## src/rtl/univ_shift_reg.sv

```systemverilog
// Parametrised universal shift register: hold, shift right/left, parallel load.
// Counts shifts since the last load and pulses done when cnt first reaches WIDTH. Optional rotate via ROTATE_EN.
module univ_shift_reg #(
  parameter int unsigned WIDTH = 8
) (
  input  logic                             i_clk,
  input  logic                             i_rst,
  input  logic                             i_en,
  input  logic [1:0]                       i_mode,
  input  logic                             i_sin_r,
  input  logic                             i_sin_l,
`ifdef ROTATE_EN
  input  logic                             i_rot,
`endif
  input  logic [WIDTH-1:0]                 i_pin,
  output logic [WIDTH-1:0]                 o_q,
  output logic                             o_sout_r,
  output logic                             o_sout_l,
  output logic [$clog2(WIDTH+1)-1:0]       o_cnt,
  output logic                             o_done
);

  localparam int unsigned CNT_W = $clog2(WIDTH + 1);
  localparam logic [CNT_W-1:0] CNT_MAX = CNT_W'(WIDTH);
  localparam logic [CNT_W-1:0] CNT_ONE = CNT_W'(1);

  typedef enum logic [1:0] {
    MODE_HOLD  = 2'b00,
    MODE_SHR   = 2'b01,
    MODE_SHL   = 2'b10,
    MODE_LOAD  = 2'b11
  } mode_e;

  logic [WIDTH-1:0] r_q;
  logic [CNT_W-1:0] r_cnt;
  logic             r_done;

  logic             w_fill_r;
  logic             w_fill_l;
  logic [WIDTH-1:0] w_shr;
  logic [WIDTH-1:0] w_shl;
  logic [WIDTH-1:0] w_q_nxt;
  logic [CNT_W-1:0] w_cnt_nxt;
  logic             w_done_nxt;
  mode_e            w_mode;

  // A rotate recirculates the bit leaving the far end instead of taking serial input.
`ifdef ROTATE_EN
  assign w_fill_r = i_rot ? r_q[0]       : i_sin_r;
  assign w_fill_l = i_rot ? r_q[WIDTH-1] : i_sin_l;
`else
  assign w_fill_r = i_sin_r;
  assign w_fill_l = i_sin_l;
`endif

  generate
    if (WIDTH == 1) begin : g_w1
      assign w_shr = w_fill_r;
      assign w_shl = w_fill_l;
    end else begin : g_wn
      assign w_shr = {w_fill_r, r_q[WIDTH-1:1]};
      assign w_shl = {r_q[WIDTH-2:0], w_fill_l};
    end
  endgenerate

  assign w_mode = mode_e'(i_mode);

  // Next-state: shifts advance a saturating count; done marks the WIDTH-1 -> WIDTH step only.
  always_comb begin
    w_q_nxt    = r_q;
    w_cnt_nxt  = r_cnt;
    w_done_nxt = 1'b0;
    if (i_en) begin
      case (w_mode)
        MODE_SHR, MODE_SHL: begin
          w_q_nxt    = (w_mode == MODE_SHR) ? w_shr : w_shl;
          w_cnt_nxt  = (r_cnt == CNT_MAX) ? CNT_MAX : r_cnt + CNT_ONE;
          w_done_nxt = (r_cnt == CNT_MAX - CNT_ONE);
        end
        MODE_LOAD: begin
          w_q_nxt   = i_pin;
          w_cnt_nxt = '0;
        end
        default: begin
          w_q_nxt   = r_q;
          w_cnt_nxt = r_cnt;
        end
      endcase
    end
  end

  always_ff @(posedge i_clk or negedge i_rst) begin
    if (!i_rst) begin
      r_q    <= '0;
      r_cnt  <= '0;
      r_done <= 1'b0;
    end else begin
      r_q    <= w_q_nxt;
      r_cnt  <= w_cnt_nxt;
      r_done <= w_done_nxt;
    end
  end

  assign o_q      = r_q;
  assign o_sout_r = r_q[0];
  assign o_sout_l = r_q[WIDTH-1];
  assign o_cnt    = r_cnt;
  assign o_done   = r_done;

endmodule
```

## config.mk

```make
export PLATFORM = sky130hd
export DESIGN_NAME = univ_shift_reg
export DESIGN_NICKNAME = d
export VERILOG_FILES = /design/src/rtl/univ_shift_reg.sv
export SDC_FILE = /design/constraint.sdc
export NUM_CORES = 1
export LEC_CHECK = 0
export CAP_MARGIN = 20
export CORE_ASPECT_RATIO = 0.6
export CORE_MARGIN = 3
export CORE_UTILIZATION = 25
export CTS_CLUSTER_SIZE = 16
export DETAILED_ROUTE_END_ITERATION = 12
export PLACE_DENSITY = 0.6
export SLEW_MARGIN = 20
export SYNTH_ARGS = -nofsm -noshare
export SYNTH_HDL_FRONTEND = slang
export SYNTH_SLANG_ARGS = --single-unit
```

## constraint.sdc

```tcl
create_clock -name i_clk -period 1.1 [get_ports i_clk]
set_input_delay 0.22 -clock i_clk [delete_from_list [all_inputs] [get_ports i_clk]]
set_output_delay 0.22 -clock i_clk [all_outputs]
set_load 0.05 [all_outputs]
```

# [Yosys cells after proc, flatten, opt, wreduce, memory -nomap -nowiden]
# Cells that the tools add are included.
# Widths: inputs -> output; s select.
[word_totals] output_inout_bits=15 reg_bits=13
[classes] n_eq_ne=5 n_reduce_logical=3 addsub=1 mux=6
[ops] cell="$pmux 8 s2" count=1
[ops] cell="$mux 8" count=1
[ops] cell="$pmux 4 s2" count=1
[ops] cell="$add 4x1->4 const B" count=1
[ops] cell="$eq 2x2->1 const B" count=2
[ops] cell="$eq 4x3->1 const B" count=1
[ops] cell="$eq 4x4->1 const B" count=1
[ops] cell="$mux 4" count=1
[ops] cell="$eq 2x1->1 const B" count=1
[ops] cell="$mux 1" count=2
[ops] cell="$reduce_and 2->1" count=1
[ops] cell="$reduce_bool 2->1" count=1
[ops] cell="$reduce_or 2->1" count=1

# [Logic depth before layout (Yosys ltp)]
# Gate-level depths: netlist (run 1).
[logic_depth] depth_word=4 mapped_depth=6 depth_no_buf=5

# [Worst setup path after synthesis (run 1)]
# OpenSTA, ideal clock, no wires.
[synth_timing] path_kind="flip-flop to flip-flop" start="register r_cnt[0] (netlist: o_cnt[0])" end="register r_cnt[2] (netlist: o_cnt[2])" path_buffers=0 required_time_ns=1.003 period_less_slack_ns=1.387 path_stages_with_launch=6 setup_ns=0.097 arrival_ns=1.290 slack_ns=-0.287 cell_sequence="dfrtp_1 inv_1 ha_1 nand2_1 nand3b_1 o31ai_1"
[synth_via] elab_chain_cells=3 word_cells_on_any_way=4
[synth_lines] element="start: declaration" line_no="35" text="logic [CNT_W-1:0] r_cnt;"
[synth_lines] element="start signal: assignment" line_no="99" text="r_cnt <= w_cnt_nxt;"
[synth_lines] element="$add 4x1->4 / $eq 4x4->1 (equally long branches)" line_no="77" text="w_cnt_nxt = (r_cnt == CNT_MAX) ? CNT_MAX : r_cnt + CNT_ONE;"
[synth_lines] element="$mux 4 *" line_no="77"
[synth_lines] element="$pmux 4 s2 *" line_no="74" text="case (w_mode)"
# Mark *: on every way between the ends. The rest lies on a longest branch, timed or not.
# A chain may end at the register's enable or synchronous reset.

# [Final worst setup path (run 1)]
[layout_timing] start="register r_cnt[0] (netlist: o_cnt[0])" end="output o_cnt[0]"
[layout_lines] element="end: declaration" line_no="19" text="output logic [$clog2(WIDTH+1)-1:0] o_cnt,"
# No word-level cell between the ends.

==> impl_metrics.csv, run 1 <==
group,metric,value,unit
cts,worstSkewPairLatency,0.24,ns
timing,final_hold_viol_count,0,
final_layout,area_growth,85.0,%
final_layout,drive_above_1_share,53.2,%
floorplan,ios,30,
drt,drtIter0Drc,11,
global_route,grt_pass1_vias,667,
place,dp_cells,153,
floorplan,coreArea,0.00304,mm2
global_route,antenna_found_initial,0,
drt,wirelength,2100,um
synthesis,synth_enable_flop_cells,0,
timing,relSlewSlack,81.9,%
worst_setup_path,cp-startpoint,"o_cnt[0]",
synthesis,mappedNetlistArea,841,um2
final_layout,fillers,263,
synthesis,synth.area.top_cells,"dfrtp_1 39%, mux2_4 14%, mux2i_1 9.5%",
outcome,status,"complete, but fails checks",
power,p_leak,0.682,nW
timing,whs,0.299,ns
drt,drt-pass1-iter-count,4,
drt,vias,708,
worst_setup_path,cp_cell_sequence,"buf_6, buf_12",
final_layout,num_antenna_cells,0,
power,p_per_area,1900,mW/mm2
synthesis,ys_warn_count,0,
drt,drt-vias-per-instance,4.27,
cts,cts_root_buf,"clkbuf_8",
timing,tns,-0.396,ns
worst_setup_path,path_class,"reg -> out",
global_route,grt_pass1_wl,3270,um
floorplan,row_count,15,
worst_setup_path,cp.arrival,0.96,ns
worst_setup_path,required,0.88,ns
timing,setup_viol,9,
place,dp_slack,-0.614,ns
synthesis,synth-compound-area-share,10.7,%
cts,clockBufferDepth,2,
worst_setup_path,crit_fanout,6,
worst_setup_path,slowest_delay,0.45,ns
place,routabilityCongestion,0.791,
synthesis,synth_top_cell_area_share,38.7,%
synthesis,seq_area_frac_synth,38.7,%
synthesis,yosysTopAreaCell,"dfrtp_1",
synthesis,ys_types,21,
power,irDropWorstVdd,0.600,mV
floorplan,die_x,80.9,um
place,dp_hpwl,1670,um
synthesis,synth_top_family_by_area,"multiplexers",
cts,clkTransAtPathRegs,0.06,ns
worst_setup_path,crit_path_end_kind,"output port",
synthesis,muxShareOfSynthArea,23.8,%
synthesis,synth-main-ff-cell,"dfrtp_1",
drt,ant_nets,0,
floorplan,die_area,0.00412,mm2
run,maxCapViolCount,0,
timing,period_needed,1.18,ns
global_route,gr-total-overflow,0,
floorplan,initial_core_util,27.7,%
synthesis,synth-simple-area-share,12.4,%
synthesis,synth_xor_area_share,0,%
timing,worst_slack,-0.0821,ns
timing,max_freq,846,MHz
floorplan,dieHeight,50.9,um
global_route,grt_max_degree,17,
synthesis,syn_nets,99,
drt,wl_per_cell,12.6,um
timing,rsz0062_at_grt,"true",
timing,slew_violations,0,
power,finalPower,0.00296,W
synthesis,yosys.area_share.adder,7.44,%
synthesis,synth-seq-cells,13,
worst_setup_path,cp-start-kind,"flop",
outcome,violations,"negative setup slack",
final_layout,nets,145,
drt,drc,0,
cts,cts_made_buffers,3,
timing,fin_skew,0.00537,ns
worst_setup_path,crit_path_top_delay_cell,"dfrtp_2",
timing,tightest_slew,0.268,ns
synthesis,avgSynthCellArea,10.6,um2
hold_path,hold_path_class,"in -> async",
global_route,grt_usage,10.5,%
worst_setup_path,r2r-start,"o_cnt[1]",
cts,htreeDepth,1,
synthesis,synthCells,79,
final_layout,instances_no_fill,166,
synthesis,synthArstFlopShare,100,%
timing,fin_crit_sh,107,%
place,port_buffers,29,
cts,cts_tree,"yes",
cts,clock_sinks,13,
## what timing repair did
action | CTS | global route
pin swaps | 4 | 7
buffers inserted | 5 | 4
hold buffers | 0 | 0
gates resized for setup | 17 | 7
endpoints found under the setup margin | 22 | 22
## where the power goes
part | internal [W] | switching (W)
registers | 0.000609 | 0.000174
clock network | 0.000256 | 0.000168
logic | 0.000960 | 0.000794
## flip-flops by register name (all words and copies together), names as in the netlist
signal	flops
o_cnt	4
o_q	8
o_done	1
## stage by stage
step / instance area [um2] / utilization [%]
floorplan: 875 / -
global placement: 1400 / 46.0
detailed placement: 1400 / 46.0
CTS: 1520 / 49.8
global route: 1560 / 51.2
finish: 1560 / 51.2
## cell usage after synthesis, types with 2 or more instances
cell and instances:
dfrtp_1 13, nand2_1 13, o21ai_1 11, ha_1 5, mux2i_1 8, buf_4 3, buf_2 2, inv_1 4
mux2_4 8
## path summary, 6_finish.rpt
path / endpoint / slack [ns] / depth (start not counted)
setup / recovery: o_cnt[0] / -0.08 / 2
hold / removal: o_cnt[0] / 0.30 / 2
setup reg to reg: o_done / -0.04 / 4
hold reg to reg: o_cnt[1] / 0.54 / 2
max in group asynchronous: o_cnt[3] / 0.62 / 2
min in group i_clk: o_done / 0.32 / 3
## cell type report
type,count,area (um2),share of cell area (%)
repair buffers,47,611,39.3
multi-input cells,56,487,31.3
flip-flops and latches,13,340,21.9
well taps,42,52.6,3.38
clock buffers,4,45.0,2.90
inverters,4,20.0,1.29
## cell families after synthesis
logic type | Yosys count
multiplexers | 16
AO/OA/AOI/OAI | 15
flip-flops | 13
AND/OR/NAND/NOR | 20
adder cells (fa/ha/maj) | 5
buffers and inverters | 10
## critical path: cells and delay by family, from the launching register on
kind,cells,cell delay (ns)
buf+inv,2,0.27
flops,1,0.45
## cell usage in the layout, fill, tap and decap left out, types with 2 or more instances in the layout
| cell type | instances |
|---|---|
| mux2i_1 | 8 |
| clkdlybuf4s50_1 | 11 |
| inv_1 | 2 |
| buf_4 | 9 |
| o21ai_1 | 12 |
| ha_4 | 2 |
| ha_1 | 2 |
| mux2_4 | 8 |
| nand2_1 | 12 |
| dfrtp_2 | 12 |
| buf_12 | 16 |
| buf_2 | 2 |
| buf_6 | 8 |
| clkbuf_8 | 3 |
## per-layer routing
metal  vias to the layer above  global-route usage [%]  share of wire [%]
met5                         -                       0                  0
met4                         0                    2.53               0.48
met3                         3                    3.35                4.3
met2                        14                    15.7                 49
met1                       326                    14.8                 46
li1                        365                       -                  -
No activity file was read; power rests on OpenSTA's default activity.
==> run 2: changes to the inputs <==
Settings changed: SKIP_CTS_REPAIR_TIMING set to 1.
==> impl_metrics.csv, run 2 (same netlist as run 1, synthesis figures left out) <==
group,metric,value,unit
outcome,status,"complete, but fails checks",
outcome,violations,"negative setup slack",
power,irDropWorstVdd,0.591,mV
worst_setup_path,cp_cell_sequence,"buf_6, buf_12",
timing,worst_slack,-0.0830,ns
cts,cts_root_buf,"clkbuf_8",
cts,htreeDepth,1,
final_layout,fin_area,0.00153,mm2
timing,rsz0062_at_grt,"true",
global_route,antenna_found_initial,0,
worst_setup_path,path_class,"reg -> out",
power,p_switching,0.00112,W
worst_setup_path,crit_path_end_kind,"output port",
worst_setup_path,cp-start-kind,"flop",
cts,clock_sinks,13,
cts,worstSkewPairLatency,0.24,ns
drt,drt-vias-per-instance,4.35,
timing,slew_violations,0,
cts,cts_made_buffers,3,
final_layout,layout_commonest_cell,"buf_12",
global_route,gr-total-overflow,0,
drt,ant_nets,0,
timing,max_freq,845,MHz
final_layout,fillers,266,
drt,wl_per_cell,13.0,um
floorplan,initial_core_util,27.7,%
final_layout,instances_no_fill,164,
global_route,grt_pass1_wl,3150,um
floorplan,die_x,80.9,um
floorplan,ios,30,
final_layout,num_antenna_cells,0,
timing,setup_viol,11,
worst_setup_path,required,0.88,ns
timing,tns,-0.377,ns
final_layout,final_cell_mix,"16 x buf_12, 12 x nand2_1, 12 x dfrtp_2",
place,dp_cells,153,
place,placed_area,0.00140,mm2
power,p_leak,0.669,nW
timing,tightest_slew,0.291,ns
place,dp_hpwl,1670,um
global_route,grt_max_degree,17,
global_route,grt_usage,10.2,%
floorplan,die_area,0.00412,mm2
final_layout,drive_above_1_share,52.5,%
timing,whs,0.299,ns
floorplan,row_count,15,
run,maxCapViolCount,0,
place,routabilityCongestion,0.791,
worst_setup_path,crit_path_top_delay_cell,"dfrtp_2",
floorplan,dieHeight,50.9,um
power,p_comb_share,58.5,%
place,port_buffers,29,
timing,fin_skew,0.00535,ns
drt,drt-pass1-iter-count,4,
drt,drtIter0Drc,27,
power,p_seq_share,26.9,%
final_layout,area_growth,81.8,%
final_layout,largest_reg_flops,8,
worst_setup_path,crit_fanout,6,
hold_path,hold_path_class,"in -> async",
drt,drc,0,
power,netSwitchingFraction,38.8,%
cts,clkTransAtPathRegs,0.06,ns
power,p_per_area,1900,mW/mm2
timing,fin_crit_sh,108,%
timing,final_hold_viol_count,0,
power,pwr-share-clk,14.6,%
cts,cts_tree,"yes",
drt,vias,713,
worst_setup_path,slowest_delay,0.45,ns
power,p_int,0.00177,W
drt,wirelength,2130,um
timing,relSlewSlack,80.4,%
worst_setup_path,cp.arrival,0.96,ns
global_route,grt_pass1_vias,639,
timing,period_needed,1.18,ns
final_layout,nets,143,
floorplan,coreArea,0.00304,mm2
cts,clockBufferDepth,2,
## run 2: changes by cell type in the layout (fill, tap and decap cells not counted)
cell / change
clkbuf_2: +2
o21ai_0: +1
buf_2: -2
o21ai_1: -1
buf_6: -3
buf_4: +1
## run 2: worst paths after layout
check                           end  slack, ns     start  cells after the start
max                        o_cnt[0]      -0.08  o_cnt[0]                      2
min                        o_cnt[0]       0.30     i_rst                      2
max reg2reg                o_cnt[3]      -0.03  o_cnt[1]                      5
min reg2reg                o_cnt[1]       0.55  o_cnt[1]                      2
max in group asynchronous  o_cnt[3]       0.62     i_rst                      2
min in group i_clk           o_done       0.33      i_en                      3
## run 2: area by class of cell
| type | instances | area, um2 | share of cell area [%] |
|---|---|---|---|
| Clock buffer | 4 | 45.0 | 2.95 |
| Inverter | 4 | 20.0 | 1.31 |
| Multi-Input combinational cell | 56 | 487 | 31.8 |
| Sequential cell | 13 | 340 | 22.3 |
| Tap cell | 42 | 52.6 | 3.44 |
| Timing Repair Buffer | 45 | 584 | 38.2 |
## run 2: power groups by stage
stage	combinational (W)	sequential (W)	clock, W
floorplan	0.000393	0.00111	0
global placement	0.00150	0.000784	0
detailed placement	0.00151	0.000788	0
CTS	0.00151	0.000780	0.000442
global route	0.00178	0.000800	0.000456
finish	0.00170	0.000780	0.000423
## run 2: through the flow
stage	setup slack (ns)	power, W	util (%)
finish	-0.0830	0.00290	50.3
global route	-0.116	0.00304	50.3
CTS	-0.357	0.00274	47.5
detailed placement	-0.614	0.00230	46.0
global placement	-0.558	0.00228	46.0
floorplan	-0.0888	0.00151	-
## run 2: per-layer routing
layer	vias to the layer above	GRT usage [%]	routed length [um]
met1	337	14.5	1020
met5	-	0	0
li1	363	-	-
met3	0	3.35	77
met4	0	2.53	0
met2	13	14.9	1040
## run 2: worst max-delay path, delay by kind of cell, from the launching register on
family | cells | cell delay [ns]
flip-flops | 1 | 0.45
buffers and inverters | 2 | 0.27
==> run 3: changes to the inputs <==
Settings changed: CAP_MARGIN 20 to unset.
Clock period 1.1 ns to 1.4 ns, I/O delays scaled along.
==> impl_metrics.csv, run 3 (same netlist as run 1, synthesis figures left out) <==
group,metric,value,unit
outcome,status,"finished clean",
drt,wirelength,2080,um
final_layout,instances_no_fill,156,
global_route,antenna_found_initial,0,
cts,cts_root_buf,"clkbuf_8",
timing,slew_violations,0,
worst_setup_path,required,1.55,ns
drt,wl_per_cell,13.3,um
global_route,grt_pass1_vias,638,
timing,fin_skew,0.00137,ns
drt,vias,694,
worst_setup_path,crit_fanout,7,
timing,tightest_slew,0.295,ns
power,finalPower,0.00208,W
worst_setup_path,crit_path_end_kind,"flop",
drt,drt-vias-per-instance,4.45,
cts,clock_sinks,13,
floorplan,row_count,15,
cts,worstSkewPairLatency,0.24,ns
drt,wl_met2,1020,um
drt,ant_nets,0,
timing,rsz0062_at_grt,"false",
drt,drt-met1-wl,972,um
worst_setup_path,cp-start-kind,"flop",
power,p_leak,0.650,nW
global_route,grt_max_degree,14,
timing,final_hold_viol_count,0,
timing,fin_crit_sh,87.5,%
run,maxCapViolCount,0,
hold_path,hold_path_class,"in -> async",
worst_setup_path,cp.arrival,1.38,ns
drt,routed.top_layer,"met4",
final_layout,drive_above_1_share,34.2,%
cts,htreeDepth,1,
global_route,gr-total-overflow,0,
floorplan,die_x,80.9,um
timing,setup_viol,0,
worst_setup_path,path_class,"reg -> reg",
timing,tns,0,ns
power,irDropWorstVdd,0.444,mV
place,routabilityCongestion,0.719,
final_layout,nets,135,
drt,wl_met3,73,um
timing,max_freq,817,MHz
final_layout,layout_commonest_cell,"buf_12",
floorplan,dieHeight,50.9,um
cts,cts_made_buffers,3,
final_layout,num_antenna_cells,0,
cts,clockBufferDepth,2,
final_layout,final_cell_mix,"17 x buf_12, 13 x nand2_1, 13 x dfrtp_1",
power,p_per_area,1440,mW/mm2
floorplan,initial_core_util,27.7,%
timing,period_needed,1.22,ns
cts,cts_tree,"yes",
drt,drc,0,
floorplan,die_area,0.00412,mm2
global_route,grt_usage,10.5,%
cts,clkTransAtPathRegs,0.05,ns
place,dp_cells,152,
timing,relSlewSlack,80.3,%
drt,drt-pass1-iter-count,4,
place,placed_area,0.00138,mm2
floorplan,ios,30,
final_layout,area_growth,71.7,%
floorplan,coreArea,0.00304,mm2
drt,drtIter0Drc,14,
worst_setup_path,slowest_delay,0.51,ns
place,port_buffers,29,
worst_setup_path,crit_path_top_delay_cell,"dfrtp_1",
place,dp_hpwl,1680,um
worst_setup_path,cp_cell_sequence,"inv_1, ha_1, nand2_1, nand3b_1, o31ai_1",
final_layout,largest_reg_flops,8,
global_route,grt_pass1_wl,3210,um
worst_setup_path,ff2ff_path_depth,5,
final_layout,fin_area,0.00144,mm2
run 3: cell count changes in the layout (fill, tap and decap cells not counted), sizes merged:
cell           change
clkdlybuf4s50      +1
buf                -8
clkbuf             -2
dlymetal6s2s       +1
run 3: cell type report:
type,instances,area (um2)
tap,42,52.6
inverter,4,15.0
sequential,13,325
multi-input combinational,56,475
clock buffer,4,45.0
timing repair buffer,37,531
fill,282,1600
run 3: critical path: cells and delay by family, from the launching register on:
kind / cells / cell delay, ns
AOI/OAI and AO/OA: 1 / 0.19
adders and majority gates: 1 / 0.20
buffers and inverters: 1 / 0.08
DFF: 1 / 0.51
and+or+nand+nor: 2 / 0.16
run 3: metal layers:
layer	up-vias	track usage (%)
met5	-	0
met2	11	15.9
li1	343	-
met3	2	3.35
met1	338	14.0
met4	0	3.93
run 3: worst paths after layout:
path                           from       end  slack, ns
max                        o_cnt[0]  o_cnt[2]       0.18
min                           i_rst    o_q[4]       0.35
min in group i_clk           o_q[2]    o_q[2]       0.60
max in group asynchronous     i_rst  o_cnt[2]       0.89
max reg2reg                o_cnt[0]  o_cnt[2]       0.18
min reg2reg                  o_q[2]    o_q[2]       0.60
run 3: report_power, final:
group / switching (W) / leakage, nW / internal (W)
clock network: 0.000135 / 0.0228 / 0.000201
logic: 0.000529 / 0.460 / 0.000572
registers: 0.000178 / 0.168 / 0.000460
run 3: stage by stage:
step	setup slack, ns	hold WS, ns	util [%]
floorplan	0.0135	-0.0156	-
global route	0.0746	0.356	47.5
detailed placement	-0.612	0.598	45.2
finish	0.176	0.346	47.5
global placement	-0.534	0.571	45.2
CTS	-0.361	0.350	46.7
